[src/rtl/branch_predictor_pkg.sv]
// Processor-wide constants shared by the fetch-side predictor: PC geometry and
// the 2-bit saturating counter encoding with its step function.
package branch_predictor_pkg;

    localparam int unsigned PC_W       = 64;
    localparam int unsigned INSN_BYTES = 4;

    typedef enum logic [1:0] {
        SNT = 2'b00,
        WNT = 2'b01,
        WT  = 2'b10,
        ST  = 2'b11
    } ctr_e;

    // One saturating step toward taken (up=1) or not-taken (up=0)
    function automatic logic [1:0] ctr_step(input logic [1:0] c, input logic up);
        logic [1:0] r;
        r = c;
        if (up && (c != ST)) begin
            r = 2'(c + 2'd1);
        end else if (!up && (c != SNT)) begin
            r = 2'(c - 2'd1);
        end
        return r;
    endfunction

endpackage

[src/rtl/sat_counter2.sv]
// 2-bit saturating up/down counter; resets asynchronously to weak-not-taken,
// load forces weak-taken on BTB allocation.
module sat_counter2
    import branch_predictor_pkg::*;
(
    input  logic       clk,
    input  logic       reset,
    input  logic       upd_i,
    input  logic       taken_i,
    input  logic       load_i,
    output logic [1:0] ctr_o
);

    logic [1:0] ctr_q;
    logic [1:0] ctr_d;

    always_comb begin
        ctr_d = ctr_q;
        if (load_i) begin
            ctr_d = WT;
        end else if (upd_i) begin
            ctr_d = ctr_step(ctr_q, taken_i);
        end
    end

    always_ff @(posedge clk or posedge reset) begin
        if (reset) begin
            ctr_q <= WNT;
        end else begin
            ctr_q <= ctr_d;
        end
    end

    assign ctr_o = ctr_q;

endmodule

[src/rtl/branch_predictor.sv]
// Direct-mapped BTB with per-entry 2-bit counters: zero-latency lookup for
// fetch, one registered training update per cycle from the memory stage.
module branch_predictor
    import branch_predictor_pkg::*;
#(
    parameter int unsigned ENTRIES = 16,
    parameter int unsigned CNT_W   = 32
) (
    input  logic              clk,
    input  logic              reset,
    input  logic [PC_W-1:0]   fetch_pc,
    output logic              predict_taken,
    output logic [PC_W-1:0]   predict_target,
    input  logic              update_valid,
    input  logic [PC_W-1:0]   update_pc,
    input  logic              update_taken,
    input  logic              update_uncond,
    input  logic [PC_W-1:0]   update_target,
    input  logic              update_mispredict,
    output logic [CNT_W-1:0]  branch_count,
    output logic [CNT_W-1:0]  mispredict_count
);

    localparam int unsigned INDEX_W = $clog2(ENTRIES);
    localparam int unsigned TAG_W   = PC_W - INDEX_W - 2;

    logic [ENTRIES-1:0] valid_q, valid_d;
    logic [ENTRIES-1:0] uncond_q, uncond_d;
    logic [TAG_W-1:0]   tag_q    [ENTRIES];
    logic [TAG_W-1:0]   tag_d    [ENTRIES];
    logic [PC_W-1:0]    target_q [ENTRIES];
    logic [PC_W-1:0]    target_d [ENTRIES];
    logic [1:0]         ctr      [ENTRIES];
    logic [ENTRIES-1:0] ctr_upd, ctr_load;
    logic [CNT_W-1:0]   branch_q, branch_d, mis_q, mis_d;

    logic [INDEX_W-1:0] f_idx, u_idx;
    logic [TAG_W-1:0]   f_tag, u_tag;
    logic               f_hit, f_taken, u_hit;
    logic               unused_low_bits;

    assign f_idx = fetch_pc[INDEX_W+1:2];
    assign f_tag = fetch_pc[PC_W-1:INDEX_W+2];
    assign u_idx = update_pc[INDEX_W+1:2];
    assign u_tag = update_pc[PC_W-1:INDEX_W+2];
    assign unused_low_bits = ^{fetch_pc[1:0], update_pc[1:0]};

    // Lookup sees pre-update state; no bypass from the update port
    assign f_hit   = valid_q[f_idx] && (tag_q[f_idx] == f_tag);
    assign f_taken = f_hit && (uncond_q[f_idx] || ctr[f_idx][1]);
    assign u_hit   = valid_q[u_idx] && (tag_q[u_idx] == u_tag);

    assign predict_taken  = !reset && f_taken;
    assign predict_target = reset   ? '0 :
                            f_taken ? target_q[f_idx] :
                                      fetch_pc + PC_W'(INSN_BYTES);

    always_comb begin
        valid_d  = valid_q;
        uncond_d = uncond_q;
        tag_d    = tag_q;
        target_d = target_q;
        ctr_upd  = '0;
        ctr_load = '0;
        branch_d = branch_q;
        mis_d    = mis_q;
        if (update_valid) begin
            branch_d = branch_q + CNT_W'(1);
            if (update_mispredict) begin
                mis_d = mis_q + CNT_W'(1);
            end
            if (u_hit) begin
                ctr_upd[u_idx] = 1'b1;
                if (update_taken) begin
                    target_d[u_idx] = update_target;
                    uncond_d[u_idx] = update_uncond;
                end
            end else if (update_taken) begin
                // Allocate or replace the aliasing entry; not-taken misses never allocate
                valid_d[u_idx]  = 1'b1;
                tag_d[u_idx]    = u_tag;
                target_d[u_idx] = update_target;
                uncond_d[u_idx] = update_uncond;
                ctr_load[u_idx] = 1'b1;
            end
        end
    end

    always_ff @(posedge clk or posedge reset) begin
        if (reset) begin
            valid_q  <= '0;
            uncond_q <= '0;
            branch_q <= '0;
            mis_q    <= '0;
            for (int i = 0; i < int'(ENTRIES); i++) begin
                tag_q[i]    <= '0;
                target_q[i] <= '0;
            end
        end else begin
            valid_q  <= valid_d;
            uncond_q <= uncond_d;
            branch_q <= branch_d;
            mis_q    <= mis_d;
            tag_q    <= tag_d;
            target_q <= target_d;
        end
    end

    for (genvar g = 0; g < int'(ENTRIES); g++) begin : g_ctr
        sat_counter2 u_ctr (
            .clk     (clk),
            .reset   (reset),
            .upd_i   (ctr_upd[g]),
            .taken_i (update_taken),
            .load_i  (ctr_load[g]),
            .ctr_o   (ctr[g])
        );
    end

    assign branch_count     = branch_q;
    assign mispredict_count = mis_q;

endmodule

[config.mk]
export PLATFORM = sky130hd
export DESIGN_NAME = branch_predictor
export DESIGN_NICKNAME = d
export VERILOG_FILES = /design/src/rtl/branch_predictor_pkg.sv /design/src/rtl/sat_counter2.sv /design/src/rtl/branch_predictor.sv
export SDC_FILE = /design/constraint.sdc
export NUM_CORES = 2
export LEC_CHECK = 0
export BUFFER_PORTS_ARGS = -buffer_cell sky130_fd_sc_hd__buf_4
export CAP_MARGIN = 5
export CORE_MARGIN = 3
export CORE_UTILIZATION = 60
export DETAILED_ROUTE_END_ITERATION = 16
export PLACE_DENSITY = 0.82
export SYNTH_ARGS = -nofsm -noshare
export SYNTH_HDL_FRONTEND = slang
export SYNTH_SLANG_ARGS = --single-unit
[constraint.sdc]
create_clock -name clk -period 83.2 [get_ports clk]
set_input_delay 4.16 -clock clk [delete_from_list [all_inputs] [get_ports clk]]
set_output_delay 4.16 -clock clk [all_outputs]
set_load 0.005 [all_outputs]
==> impl_metrics.py <==
metrics = {
    "status": {
        "status": "complete, no violations",
    },
    "finish": {
        "seq_area_um2": 52070,
        "multi_input_area_um2": 49320,
        "drive_gt1_share_pct": 50.11,
        "nFillCells": 11240,
        "syn_to_final_growth_pct": 10.57,
        "nets": 7157,
        "fin_cells": 9473,
    },
    "synth": {
        "ys_seq_area_share_pct": 49.95,
        "synth_xor_area_share_pct": 1.731,
        "syn_area_um2": 104300,
        "synth.net_count": 7153,
        "synth_compound_area_share_pct": 2.873,
        "yosys_warnings": 0,
        "synth_top_family_by_area": "multiplexers",
        "synthAdderAreaFrac_pct": 0.03600,
        "synth_seq_cells": 2080,
        "synthSimpleGateAreaFrac_pct": 2.853,
        "ys.flop_type": "dfrtp_1",
        "synthCells": 6952,
        "ys_types": 70,
        "synth_edf_count": 0,
        "yosys-mux-area-fraction_pct": 39.57,
        "syn_area_per_cell_um2": 15.00,
        "synthArstFlopShare_pct": 100.0,
    },
    "clock_network": {
        "clock_path_buffers": 3,
        "cts_inserted_buffers": 207,
        "cts_tree": "built",
        "ctsHoldBuffers": 0,
        "clk_pin_slew_ps": 60,
        "cts-root-buf": "clkbuf_16",
        "cts_setup_buffers": 0,
        "htree_levels": 4,
        "ctsResizeCount": 0,
        "clock_latency_ps": 880,
        "cts.sinks": 2080,
    },
    "placed_design": {
        "place_ws_ps": 68940,
        "hpwlAfterDp_mm": 181.4,
        "dp_cells": 9057,
        "portBuffers": 324,
        "gp_congestion": 0.9739,
    },
    "sta": {
        "slew_headroom_pct": 5.447,
        "rsz0062_at_grt": "false",
        "setup-violations-final": 0,
        "hold_violations": 0,
        "fin_ws_ps": 68760,
        "setup_tns_ps": 0,
        "report.final.slew_viol_count": 0,
        "tightestPinTransition_ps": 1403,
        "finClkSkew_ps": 75.04,
        "holdWs_ps": 486.5,
        "fmax_mhz": 69.26,
        "period_share_pct": 17.35,
        "period_needed_ps": 14440,
    },
    "worst_setup_path": {
        "path_class": "in -> out",
        "arrival_ps": 10280,
        "startpoint_type": "input pin",
        "endpoint_kind": "output pin",
        "path_max_fanout": 129,
        "cp.required_ps": 79040,
    },
    "power": {
        "p_total_mw": 2.883,
        "p_leak_nw": 50.48,
        "max-vdd-ir-drop_uv": 20.87,
        "cellPowerDensity_nw_per_um2": 25.01,
    },
    "die": {
        "dieArea_um2": 178800,
        "rows": 152,
        "die_width_um": 422.8,
        "die_y_um": 422.8,
        "start_util_pct": 60.57,
        "core_area_um2": 172100,
        "pin_count": 327,
    },
    "grt": {
        "track_usage_pct": 33.44,
        "grt_first_pass_wirelength_mm": 446.7,
        "antenna_found_initial": 33,
        "grt_pass1_vias": 68580,
        "grt_start_max_net_pins": 185,
        "overflow": 0,
    },
    "drt": {
        "drc": 0,
        "viasPerCell": 6.933,
        "vias": 65670,
        "drt_iter0_drc": 7435,
        "drtAntennaViolNets": 0,
        "dr.pass1.iters": 6,
        "wl_mm": 297.9,
        "wl_per_cell_um": 31.45,
    },
    "worst_hold_path": {
        "min_path_type": "reg -> reg",
    },
    "flow_run": {
        "maxCapViolCount": 0,
    },
}
-- power breakdown --
| group | internal (mW) | switching, mW | total, mW |
|---|---|---|---|
| clock | 0.572 | 0.409 | 0.982 |
| combinational | 0.322 | 0.250 | 0.572 |
| sequential | 1.21 | 0.125 | 1.33 |
-- cell type report --
| class | instances | area share (%) |
|---|---|---|
| Antenna cell | 31 | 0.06730 |
| Clock buffer | 319 | 5.500 |
| Clock inverter | 66 | 0.7902 |
| Inverter | 60 | 0.2019 |
| Multi-Input combinational cell | 4165 | 42.79 |
| Sequential cell | 2080 | 45.17 |
| Tap cell | 2310 | 2.507 |
| Timing Repair Buffer | 442 | 2.976 |
-- registers in the layout, indices dropped and copies added (netlist names) --
register	cells
g_ctr.u_ctr.ctr_o	32
branch_count	32
uncond_q	16
valid_q	16
tag_q	928
mispredict_count	32
target_q	1024
-- path summary, 6_finish.rpt --
kind / slack (ps) / depth (start not counted) / end / from
max in group asynchronous: 75020 / 6 / tag_q[683]$_DFFE_PP0P_ / reset
min in group asynchronous: 3970 / 2 / g_ctr[5].u_ctr.ctr_o[1]$_DFFE_PP0P_ / reset
min reg2reg: 490 / 1 / valid_q[1]$_DFFE_PP0P_ / valid_q[1]$_DFFE_PP0P_
max: 68760 / 13 / predict_target[4] / fetch_pc[3]
max reg2reg: 76640 / 12 / tag_q[314]$_DFFE_PP0P_ / tag_q[545]$_DFFE_PP0P_
min: 490 / 1 / valid_q[1]$_DFFE_PP0P_ / valid_q[1]$_DFFE_PP0P_
-- worst max-delay path, stage by stage --
cell       delay [ps]
buf_8             440
buf_12            650
buf_4             780
mux4_2            410
mux4_2            650
nand2_1           120
o21ai_0            70
a2111oi_0         330
nor4b_1           890
nand4b_1          190
buf_4             520
a211oi_1          470
buf_4             180
-- Yosys cell counts, drive strengths merged (8+ instances only) --
master	count	share of area, %
a211oi	68	0.49
a21oi	31	0.15
a22oi	26	0.19
a2bb2oi	9	0.076
and3	35	0.21
buf	279	1.5
clkbuf	368	1.3
dfrtp	2064	50
dfstp	16	0.40
inv	58	0.21
mux2	1928	21
mux2i	143	1.4
mux4	804	17
nand2	201	0.73
nand2b	29	0.17
nand3	69	0.34
nand4	49	0.29
nor2	157	0.57
nor2b	12	0.072
nor3	28	0.13
nor4	14	0.098
o211ai	19	0.14
o21ai	155	0.74
o22ai	37	0.22
o31ai	15	0.11
o41ai	9	0.076
or3	8	0.048
xnor2	158	1.3
xor2	48	0.40
-- layout by cell type (no fill, tap or decap), types with 29 or more instances in the layout --
cell type	instances
mux4_2	804
o22ai_1	37
inv_1	56
nand4_1	49
xnor2_1	158
diode_2	31
clkbuf_8	61
o21ai_0	154
dfrtp_1	2064
clkbuf_1	46
mux2_2	1928
nand3_1	65
nor2_1	145
mux2i_1	143
nand2_1	187
a211oi_1	68
clkbuf_16	214
a21oi_1	31
clkinv_2	34
nand2b_1	29
buf_4	430
and3_1	35
xor2_1	48
-- kinds of logic (layout without fill, tap and decap cells) --
kind of cell	count (synthesis)	count (layout)
multiplexers	2875	2875
flip-flops	2080	2080
buffers and inverters	707	887
AND/OR/NAND/NOR	629	629
AO/OA/AOI/OAI	452	452
XOR/XNOR	206	206
adder cells (fa/ha/maj)	3	3
other	0	31
-- stage by stage --
| stage | util (%) | cell area (um^2) |
|---|---|---|
| after floorplan | - | 104300 |
| after detailed placement | 62.72 | 107900 |
| after global placement | 62.72 | 107900 |
| after CTS | 66.93 | 115200 |
| after global routing | 66.96 | 115300 |
| final | 66.97 | 115300 |
-- metal layers --
layer | share of wire, % | GRT usage (%)
met5 | 0.018 | 0
met4 | 7.8 | 22.33
met3 | 8.9 | 7.805
met2 | 46 | 50.99
met1 | 37 | 43.20
No activity file was read; power rests on OpenSTA's default activity.
